<file path="config.mk">
export PLATFORM = sky130hd
export DESIGN_NAME = crc_frame_seq_flat
export DESIGN_NICKNAME = d
export VERILOG_FILES = /design/src/rtl/crc_frame_seq_pkg.sv /design/src/rtl/crc_frame_seq_if.sv /design/src/rtl/crc_frame_seq_piso.sv /design/src/rtl/crc_frame_seq.sv /design/src/flat_wrapper.sv
export SDC_FILE = /design/constraint.sdc
export NUM_CORES = 1
export LEC_CHECK = 0
export CORE_AREA = 2 2 116 118
export CTS_BUF_LIST = sky130_fd_sc_hd__clkbuf_4
export DETAILED_ROUTE_END_ITERATION = 12
export DIE_AREA = 0 0 118 120
export DONT_BUFFER_PORTS = 1
export PLACE_DENSITY_LB_ADDON = 0.12
export SLEW_MARGIN = 15
export SYNTH_ARGS = -nofsm -noshare
export SYNTH_HDL_FRONTEND = slang
export SYNTH_SLANG_ARGS = --single-unit
</file>
<file path="constraint.sdc">
create_clock -name clk -period 2.1 [get_ports clk]
set_clock_uncertainty 0.15 [all_clocks]
set_input_delay 0.21 -clock clk [delete_from_list [all_inputs] [get_ports clk]]
set_output_delay 0.21 -clock clk [all_outputs]
set_load 0.02 [all_outputs]
</file>
<file path="src/rtl/crc_frame_seq_pkg.sv">
// Shared types and sizing helpers for the CRC frame sequencer.
// Defining CRC_AUGMENT_EN appends CRC_W zero flush bits after the payload.
package crc_seq_pkg;

  localparam int DATA_W_DEF = 48;
  localparam int CRC_W_DEF  = 16;

`ifdef CRC_AUGMENT_EN
  localparam bit AUGMENT = 1'b1;
`else
  localparam bit AUGMENT = 1'b0;
`endif

  typedef enum logic [2:0] {IDLE, CLR, SHIFT, WAIT, OUT} state_t;

  // Number of serial beats driven into the engine per frame.
  function automatic int nshift_f(input int data_w, input int crc_w);
    return data_w + (AUGMENT ? crc_w : 0);
  endfunction

  function automatic int cnt_w_f(input int data_w, input int crc_w);
    return $clog2(data_w + crc_w + 1);
  endfunction

endpackage

</file>
<file path="src/rtl/crc_frame_seq_if.sv">
// Payload-in / frame-out valid-ready handshakes of the CRC frame sequencer.
interface crc_frame_seq_if #(
  parameter int DATA_W = 48,
  parameter int CRC_W  = 16
);
  logic                    in_valid;
  logic                    in_ready;
  logic [DATA_W-1:0]       in_data;
  logic                    out_valid;
  logic                    out_ready;
  logic [DATA_W+CRC_W-1:0] out_frame;

  modport master (output in_valid, in_data, out_ready,
                  input  in_ready, out_valid, out_frame);
  modport slave  (input  in_valid, in_data, out_ready,
                  output in_ready, out_valid, out_frame);
endinterface

</file>
<file path="src/rtl/crc_frame_seq_piso.sv">
// Loadable MSB-first left-shift register with beat counter and last-beat flag.
module crc_seq_piso #(
  parameter int WIDTH = 48,
  parameter int CW    = 7
) (
  input  logic             clk,
  input  logic             rst_n,
  input  logic             load,
  input  logic             shift,
  input  logic             clear,
  input  logic [WIDTH-1:0] load_data,
  output logic             msb,
  output logic [CW-1:0]    cnt,
  output logic             last
);

  logic [WIDTH-1:0] sr;

  // NOTE: non-blocking assignments so every register samples pre-edge values.
  always_ff @(posedge clk or negedge rst_n) begin
    if (!rst_n) begin
      sr  <= '0;
      cnt <= '0;
    end else if (load) begin
      sr  <= load_data;
      cnt <= '0;
    end else if (shift) begin
      sr  <= {sr[WIDTH-2:0], 1'b0};
      cnt <= cnt + CW'(1);
    end else if (clear) begin
      cnt <= '0;
    end
  end

  assign msb  = sr[WIDTH-1];
  assign last = (cnt == CW'(WIDTH));

endmodule

</file>
<file path="src/rtl/crc_frame_seq.sv">
// CRC transmit-path sequencer: serialises a payload into the CRC engine and
// emits {payload, crc}. CRC_AUGMENT_EN adds CRC_W zero flush beats.
module crc_frame_seq
  import crc_seq_pkg::*;
#(
  parameter int DATA_W  = DATA_W_DEF,
  parameter int CRC_W   = CRC_W_DEF,
  parameter int CRC_LAT = 1
) (
  input  logic                               clk,
  input  logic                               rst_n,
  crc_frame_seq_if.slave                     bus,
  output logic                               crc_clr,
  output logic                               crc_en,
  output logic                               crc_bit,
  input  logic [CRC_W-1:0]                   crc_val,
  output logic                               busy,
  output logic [cnt_w_f(DATA_W, CRC_W)-1:0]  bit_cnt
);

  localparam int NSHIFT = nshift_f(DATA_W, CRC_W);
  localparam int CW     = cnt_w_f(DATA_W, CRC_W);
  localparam int WW     = $clog2(CRC_LAT + 1);

  state_t            state, next_state;
  logic [DATA_W-1:0] payload;
  logic [WW-1:0]     wait_cnt;
  logic [NSHIFT-1:0] sr_load;
  logic              sr_msb, sr_last;
  logic              accept, handshake, wait_done;

  assign accept       = bus.in_valid && (state == IDLE);
  assign handshake    = bus.out_ready && (state == OUT);
  assign wait_done    = (state == WAIT) && (wait_cnt == WW'(1));
  assign bus.in_ready = (state == IDLE);
  assign busy         = (state != IDLE);

  // Payload sits in the MSBs; any flush beats below it shift out as zeros.
  always_comb begin
    sr_load = '0;
    sr_load[NSHIFT-1 -: DATA_W] = bus.in_data;
  end

  crc_seq_piso #(.WIDTH(NSHIFT), .CW(CW)) u_piso (
    .clk       (clk),
    .rst_n     (rst_n),
    .load      (accept),
    .shift     (next_state == SHIFT),
    .clear     (handshake),
    .load_data (sr_load),
    .msb       (sr_msb),
    .cnt       (bit_cnt),
    .last      (sr_last)
  );

  // NOTE: next_state gets its default first so no path can infer a latch.
  always_comb begin
    next_state = state;
    unique case (state)
      IDLE:    if (bus.in_valid)  next_state = CLR;
      CLR:                        next_state = SHIFT;
      SHIFT:   if (sr_last)       next_state = WAIT;
      WAIT:    if (wait_done)     next_state = OUT;
      OUT:     if (bus.out_ready) next_state = IDLE;
      default:                    next_state = IDLE;
    endcase
  end

  // Engine and frame outputs are registered from next_state so they align with the state.
  always_ff @(posedge clk or negedge rst_n) begin
    if (!rst_n) begin
      state         <= IDLE;
      crc_clr       <= 1'b0;
      crc_en        <= 1'b0;
      crc_bit       <= 1'b0;
      bus.out_valid <= 1'b0;
      bus.out_frame <= '0;
      payload       <= '0;
      wait_cnt      <= '0;
    end else begin
      state         <= next_state;
      crc_clr       <= (next_state == CLR);
      crc_en        <= (next_state == SHIFT);
      crc_bit       <= (next_state == SHIFT) && sr_msb;
      bus.out_valid <= (next_state == OUT);
      if (accept)
        payload <= bus.in_data;
      if (state == SHIFT && sr_last)
        wait_cnt <= WW'(CRC_LAT);
      else if (state == WAIT)
        wait_cnt <= wait_cnt - WW'(1);
      if (wait_done)
        bus.out_frame <= {payload, crc_val};
    end
  end

endmodule

</file>
<file path="src/flat_wrapper.sv">
// flat-port wrapper written by rule: the top's interface ports become plain ports
module crc_frame_seq_flat import crc_seq_pkg::*;
#(
  parameter int DATA_W  = DATA_W_DEF,
  parameter int CRC_W   = CRC_W_DEF,
  parameter int CRC_LAT = 1
)
  (clk, rst_n, crc_clr, crc_en, crc_bit, crc_val, busy, bit_cnt, bus_in_valid, bus_in_data, bus_out_ready, bus_in_ready, bus_out_valid, bus_out_frame);
  crc_frame_seq_if #(.DATA_W(DATA_W), .CRC_W(CRC_W)) bus_i ();
  input  logic clk;
  input  logic rst_n;
  output logic crc_clr;
  output logic crc_en;
  output logic crc_bit;
  input  logic [CRC_W-1:0] crc_val;
  output logic busy;
  output logic [cnt_w_f(DATA_W, CRC_W)-1:0] bit_cnt;
  input wire logic [$bits(bus_i.in_valid)-1:0] bus_in_valid;
  input wire logic [$bits(bus_i.in_data)-1:0] bus_in_data;
  input wire logic [$bits(bus_i.out_ready)-1:0] bus_out_ready;
  output wire logic [$bits(bus_i.in_ready)-1:0] bus_in_ready;
  output wire logic [$bits(bus_i.out_valid)-1:0] bus_out_valid;
  output wire logic [$bits(bus_i.out_frame)-1:0] bus_out_frame;
  assign bus_i.in_valid = bus_in_valid;
  assign bus_i.in_data = bus_in_data;
  assign bus_i.out_ready = bus_out_ready;
  assign bus_in_ready = bus_i.in_ready;
  assign bus_out_valid = bus_i.out_valid;
  assign bus_out_frame = bus_i.out_frame;
  crc_frame_seq #(.DATA_W(DATA_W), .CRC_W(CRC_W), .CRC_LAT(CRC_LAT)) u_core (.clk(clk), .rst_n(rst_n), .bus(bus_i), .crc_clr(crc_clr), .crc_en(crc_en), .crc_bit(crc_bit), .crc_val(crc_val), .busy(busy), .bit_cnt(bit_cnt));
endmodule
</file>
==> impl_metrics.py <==
metrics = {
    "logic_synthesis": {
        "synth.top_cell.area_share": 0.627,
        "netlist_top_cells_area": "dfrtp_1 63%, nand2_1 13%, mux2_2 10%",
        "yosys.area.top_type": "dfrtp_1",
        "avgSynthCellArea_um2": 11.2,
        "yosysSeqAreaShare": 0.627,
        "ys_ff_latch": 175,
        "synth.cell_area_mm2": 0.00698,
        "ys_warn_count": 0,
        "ys_types": 41,
        "netlist_instances": 624,
        "syn_nets": 694,
    },
    "finish": {
        "fin_cells": 889,
        "nFillCells": 1081,
        "area_growth_pct": 18.4,
        "final_area_mm2": 0.00827,
        "drive_gt1_frac": 0.184,
        "fin_nets": 769,
    },
    "global_routing": {
        "grt_pass1_wl_um": 23700,
        "grt_pass1_vias": 4824,
        "grt_overflow_total": 0,
        "grtUsageTotal": 0.211,
        "grt_max_degree": 176,
        "antenna_found_initial": 1,
    },
    "routing": {
        "finalWirelength_um": 14500,
        "dr.pass1.iters": 4,
        "drt_iter0_markers": 334,
        "post_drt_via_cell_ratio": 5.36,
        "vias": 4761,
        "wire_per_inst_um": 16.3,
        "ant_nets": 0,
        "drc": 0,
    },
    "sta": {
        "period_minus_slack_ns": 2.02,
        "finalHoldViolCount": 175,
        "maxSlewViolCount": 0,
        "period_share": 0.964,
        "worst_pin_slew_ns": 0.356,
        "fmax_mhz": 494,
        "setup_viol": 0,
        "holdWs_ns": -0.804,
        "relSlewSlack": 0.763,
    },
    "power": {
        "leakage_nw": 3.99,
        "power_density_mw_per_mm2": 1610,
        "ir_worst_vdd_mv": 0.712,
    },
    "die": {
        "num_rows": 42,
        "io_pins": 145,
        "die_area_mm2": 0.0142,
        "die_x_um": 118,
        "start_util": 0.538,
        "core_region_area_mm2": 0.0130,
        "die_y_um": 120,
    },
    "worst_setup_path": {
        "critPathKind": "reg -> reg",
        "crit_path_end_kind": "register",
        "critical_path_arrival_ns": 2.34,
        "cp-start-kind": "register",
        "crit_required_ns": 2.42,
        "crit_fanout": 12,
    },
    "placement": {
        "io_buffers": 0,
        "placedInstanceArea_mm2": 0.00724,
        "dp.cells": 786,
        "place_congestion": 0.734,
        "dp_hpwl_um": 8540,
    },
    "clock_network": {
        "path_clk_slew_ns": 0.14,
        "clock-sinks": 175,
        "postCtsHoldBufs": 66,
        "cts_made_buffers": 17,
        "cts_tree": "built",
        "h-tree-depth": 4,
        "cts-root-buf": "clkbuf_4",
        "clk_path_buf_depth": 2,
        "clk_latency_ns": 0.54,
    },
    "worst_hold_path": {
        "holdCritPathClass": "in -> async",
    },
    "outcome": {
        "violations": "negative hold slack",
        "status": "complete, but fails checks",
    },
    "run": {
        "max_cap_viol_count": 0,
    },
}
==> flip-flops by register name, indices dropped and copies added, names as in the netlist <==
register	count
u_core.u_piso.sr	48
u_core.bus.out_valid	1
u_core.wait_cnt	1
u_core.u_piso.cnt	7
u_core.state	3
u_core.crc_bit	1
u_core.payload	48
u_core.crc_clr	1
u_core.crc_en	1
u_core.bus.out_frame	64
==> cells in the final DEF, fill, tap and decap left out, drive strengths merged, types with 2 or more instances in the layout <==
cell,n
nor2,5
ha,2
buf,25
inv,10
clkinv,7
or2,2
a22o,2
nand3,4
o211ai,46
nand2,244
dfrtp,175
clkbuf,18
mux2,65
o21ai,2
nand3b,2
a221o,3
nor3b,2
nor4,2
o21a,2
and3,4
dlygate4sd3,66
and2,2
bufinv,4
nand2b,2
==> where the power goes <==
group	total, W	leakage, nW	internal (W)	switching, W
Sequential	0.00663	2.18	0.00495	0.00168
Combinational	0.00461	1.64	0.00218	0.00243
Clock	0.00207	0.169	0.000940	0.00113
==> area by class of cell <==
cell class                 count  area [um2]  area share
antenna                        1        2.50    0.000303
tap                          176         220      0.0266
clock buffer                  17         128      0.0154
inverter                       7        26.3     0.00318
clock inverter                15         189      0.0228
timing repair buffer          92         918       0.111
multi-input combinational    406        2410       0.291
sequential                   175        4380       0.530
==> cells by family after synthesis <==
logic type	Yosys count	synth area share
flip-flops	175	0.627
AO/OA/AOI/OAI	63	0.0727
XOR/XNOR	1	0.00125
adder cells (fa/ha/maj)	2	0.00358
multiplexers	65	0.105
buffers and inverters	43	0.0319
AND/OR/NAND/NOR	275	0.159
==> final timing paths <==
| check | from | endpoint | slack [ns] | cells past startpoint |
|---|---|---|---|---|
| max in group asynchronous | rst_n | u_core.u_piso.sr[3] | 2.34 | 0 |
| setup / recovery | u_core.u_piso.cnt[2] | u_core.u_piso.cnt[3] | 0.08 | 6 |
| setup reg to reg | u_core.u_piso.cnt[2] | u_core.u_piso.cnt[3] | 0.08 | 6 |
| min in group clk | bus_out_ready | u_core.u_piso.cnt[1] | 0.13 | 4 |
| hold / removal | rst_n | u_core.u_piso.sr[16] | -0.80 | 0 |
| hold reg to reg | u_core.payload[5] | u_core.payload[5] | 0.34 | 2 |
==> routing by layer <==
metal	part of all wire	vias up	track usage
met5	0	-	0
met4	0.014	0	0.0821
met3	0.058	17	0.0613
met2	0.50	129	0.337
met1	0.43	2377	0.276
li1	-	2238	-
==> synthesized netlist by cell type <==
cell type,count
and3_1,4
inv_2,1
or2_2,2
xnor2_1,1
o211a_1,1
dfrtp_1,175
nor2b_1,1
or3_1,1
o211ai_1,46
o21ai_0,1
a221o_1,3
a21oi_1,1
and2_4,1
nor3_1,1
nand3b_1,2
nor2_1,5
o41a_2,1
and4bb_1,1
a211o_1,1
nand2b_1,2
buf_2,16
nor3b_1,2
nor4_1,2
inv_1,6
nand3_1,4
and2_1,1
or4_1,1
mux2_2,65
ha_1,2
buf_4,11
o31ai_1,1
nand2_1,244
a2111oi_4,1
clkbuf_1,5
and3b_1,1
o21a_1,2
a221oi_1,1
o32a_1,1
a22o_1,2
buf_1,4
o21ai_1,1
==> critical path, cell delays in order, from the launching register on <==
cell and delay [ns]:
dfrtp_1 0.49, and4bb_1 0.25, a2111oi_4 0.38, buf_4 0.19
buf_4 0.17, nor3b_1 0.20, a211o_1 0.14
==> what timing repair did <==
item,4_1_cts,5_1_grt
cloned,0,1
gates resized for setup,1,5
pin swaps,0,1
endpoints found under the setup margin,2,50
endpoints found under the hold margin,291,175
buffers inserted,1,2
==> per-stage QoR <==
stage          power, W  setup slack (ns)   util  hold WS [ns]  TNS, ns
5_1_grt          0.0143           -0.0325  0.637        -0.878   -0.310
6_report         0.0133            0.0764  0.637        -0.804        0
2_1_floorplan    0.0100            0.0201      -        -0.236        0
3_5_place_dp     0.0110            0.0533  0.558        -0.231        0
4_1_cts          0.0132           0.00524  0.634        -0.873        0
3_3_place_gp     0.0108             0.126  0.558        -0.231        0
No activity file was read; power rests on OpenSTA's default activity.
==> edit: new RTL, same flow settings <==
Add a define of `CRC_AUGMENT_EN`.
--- a/src/rtl/crc_frame_seq_pkg.sv
+++ b/src/rtl/crc_frame_seq_pkg.sv
@@ -2,2 +2,4 @@
 // Defining CRC_AUGMENT_EN appends CRC_W zero flush bits after the payload.
+`define CRC_AUGMENT_EN
+
 package crc_seq_pkg;
Function: same outputs for any inputs over 10 cycles, from zero or initial values and one cycle with rst_n low; that may be too few to reach the edited logic, so the function may still have changed.
==> edit against the unedited design <==
The flow finishes with violations (hold timing, setup timing). Sequential cell count is the same. Worst setup slack got worse by 78 ps. Synthesized area rose by 21%. Largest cell class unchanged. Power up 18%. Routed wire length grew 31%. Cell count grew 27%. Core utilization up 12 points. Maximum frequency shrank 3.7%. Final area increased by 19%. Count of clock-buffer cells in the layout did not move.
==> edit: results (changes against the unedited design) <==
[status]
outcome=finished with violations
violations=hold timing, setup timing

[sta]
setup_viol=1  ; +1
relSlewSlack_pct=62.0  ; -14 points
setup_tns_ps=-1.49  ; -1.49 ps
fin_ws_ps=-1.49  ; -77.9 ps
hold_ws_ps=-850  ; -46.4 ps
hold_viol=175  ; unchanged

[drt]
vias_per_cell=5.91  ; +10%
drt_pass1_iterations=5  ; +1
wl_per_cell_um=16.7  ; +2.4%

[grt]
grt_pass1_wl_um=31500  ; +33%
grt_pass1_vias=6554  ; +36%
grt_usage_pct=27.6  ; +6.5 points

[yosys]
syn-mean-instance-area_sq_um=9.49  ; -15%
ys_seq_area_share_pct=51.9  ; -11 points
ys_top_cells_by_count=nand2_1 (243), dfrtp_1 (175), nor2_1 (143)

[setup_path]
cp-startpoint=u_core.state[0]
reg2reg_to=u_core.u_piso.cnt[2]
worstPathMaxFanout=14  ; +2
critPathArrivalTime_ps=2430  ; +90 ps

[final_layout]
fillers=912  ; -16%
stdcell_count=1133  ; +27%
antennaDiodeCount=0  ; -1

[pwr]
ir_drop_uv=979  ; +37%

[placed_design]
place_hpwl_um=11300  ; +32%
gp_congestion=0.805  ; +9.7%
place_ws_ps=6.90  ; -46.5 ps

==> edit: cell count changes after synthesis, sizes merged, moves of 13 or more <==
| cell | delta |
|---|---|
| a31oi | +46 |
| buf | +13 |
| clkbuf | +16 |
| nand3b | +45 |
| nor2 | +139 |
| o211ai | -46 |
| o221ai | +46 |
==> edit: per-layer routing <==
layer,part of all wire (%),vias up,GRT usage (%)
met4,2.1,0,11.0
met5,0,-,0
met2,51,205,46.3
met1,42,3297,35.6
li1,-,3157,-
met3,4.8,35,5.47
==> edit: what timing repair did <==
item | 4_1_cts | 5_1_grt
setup endpoints to repair | 8 | 48
resized for setup | 5 | 11
pin swaps | 0 | 4
gates cloned | 0 | 3
setup buffers | 4 | 2
hold endpoints to repair | 297 | 175
==> edit: critical path: stages, from the launching register on <==
cell,delay (ps)
dfrtp_4,520
buf_4,170
nor3_1,370
a2111oi_4,130
buf_4,200
and3b_1,180
a221o_1,270
==> edit: layout make-up <==
type,count,share of cell area (%)
flip-flops and latches,175,44.7
multi-input cells,642,38.0
repair buffers,102,11.2
clock inverters,15,2.34
well taps,176,2.24
clock buffers,17,1.30
inverters,6,0.229
==> edit: through the flow <==
stage               area (sq um)  hold WS (ps)
floorplan                   8440          -236
global placement            8600          -232
detailed placement          8600          -232
CTS                         9690          -893
global route                9820          -905
finish                      9820          -850
==> edit: report_power, final <==
group / internal (W) / total, W / switching, W
clock: 0.00108 / 0.00229 / 0.00121
combinational: 0.00300 / 0.00644 / 0.00344
sequential: 0.00498 / 0.00700 / 0.00202
total: 0.00906 / 0.0157 / 0.00667
==> edit: cells by family (layout without fill, tap and decap cells) <==
logic type / after synthesis / in the layout / synth area share (%)
mux: 65 / 65 / 8.67
flops: 175 / 175 / 51.9
compound gates: 110 / 110 / 10.4
simple gates: 465 / 465 / 24.1
fa+ha+maj: 2 / 2 / 0.296
buf+inv: 72 / 140 / 4.67
==> edit: worst max path at each step <==
| stage | slack [ps] | to |
|---|---|---|
| 2_1_floorplan | 10 | u_core.u_piso.cnt[2] |
| 3_3_place_gp | 90 | u_core.u_piso.sr[35] |
| 3_5_place_dp | 7 | u_core.u_piso.sr[58] |
| 4_1_cts | 10 | busy |
| 5_1_grt | -50 | u_core.u_piso.cnt[0] |
| 6_report | -1 | u_core.u_piso.cnt[2] |
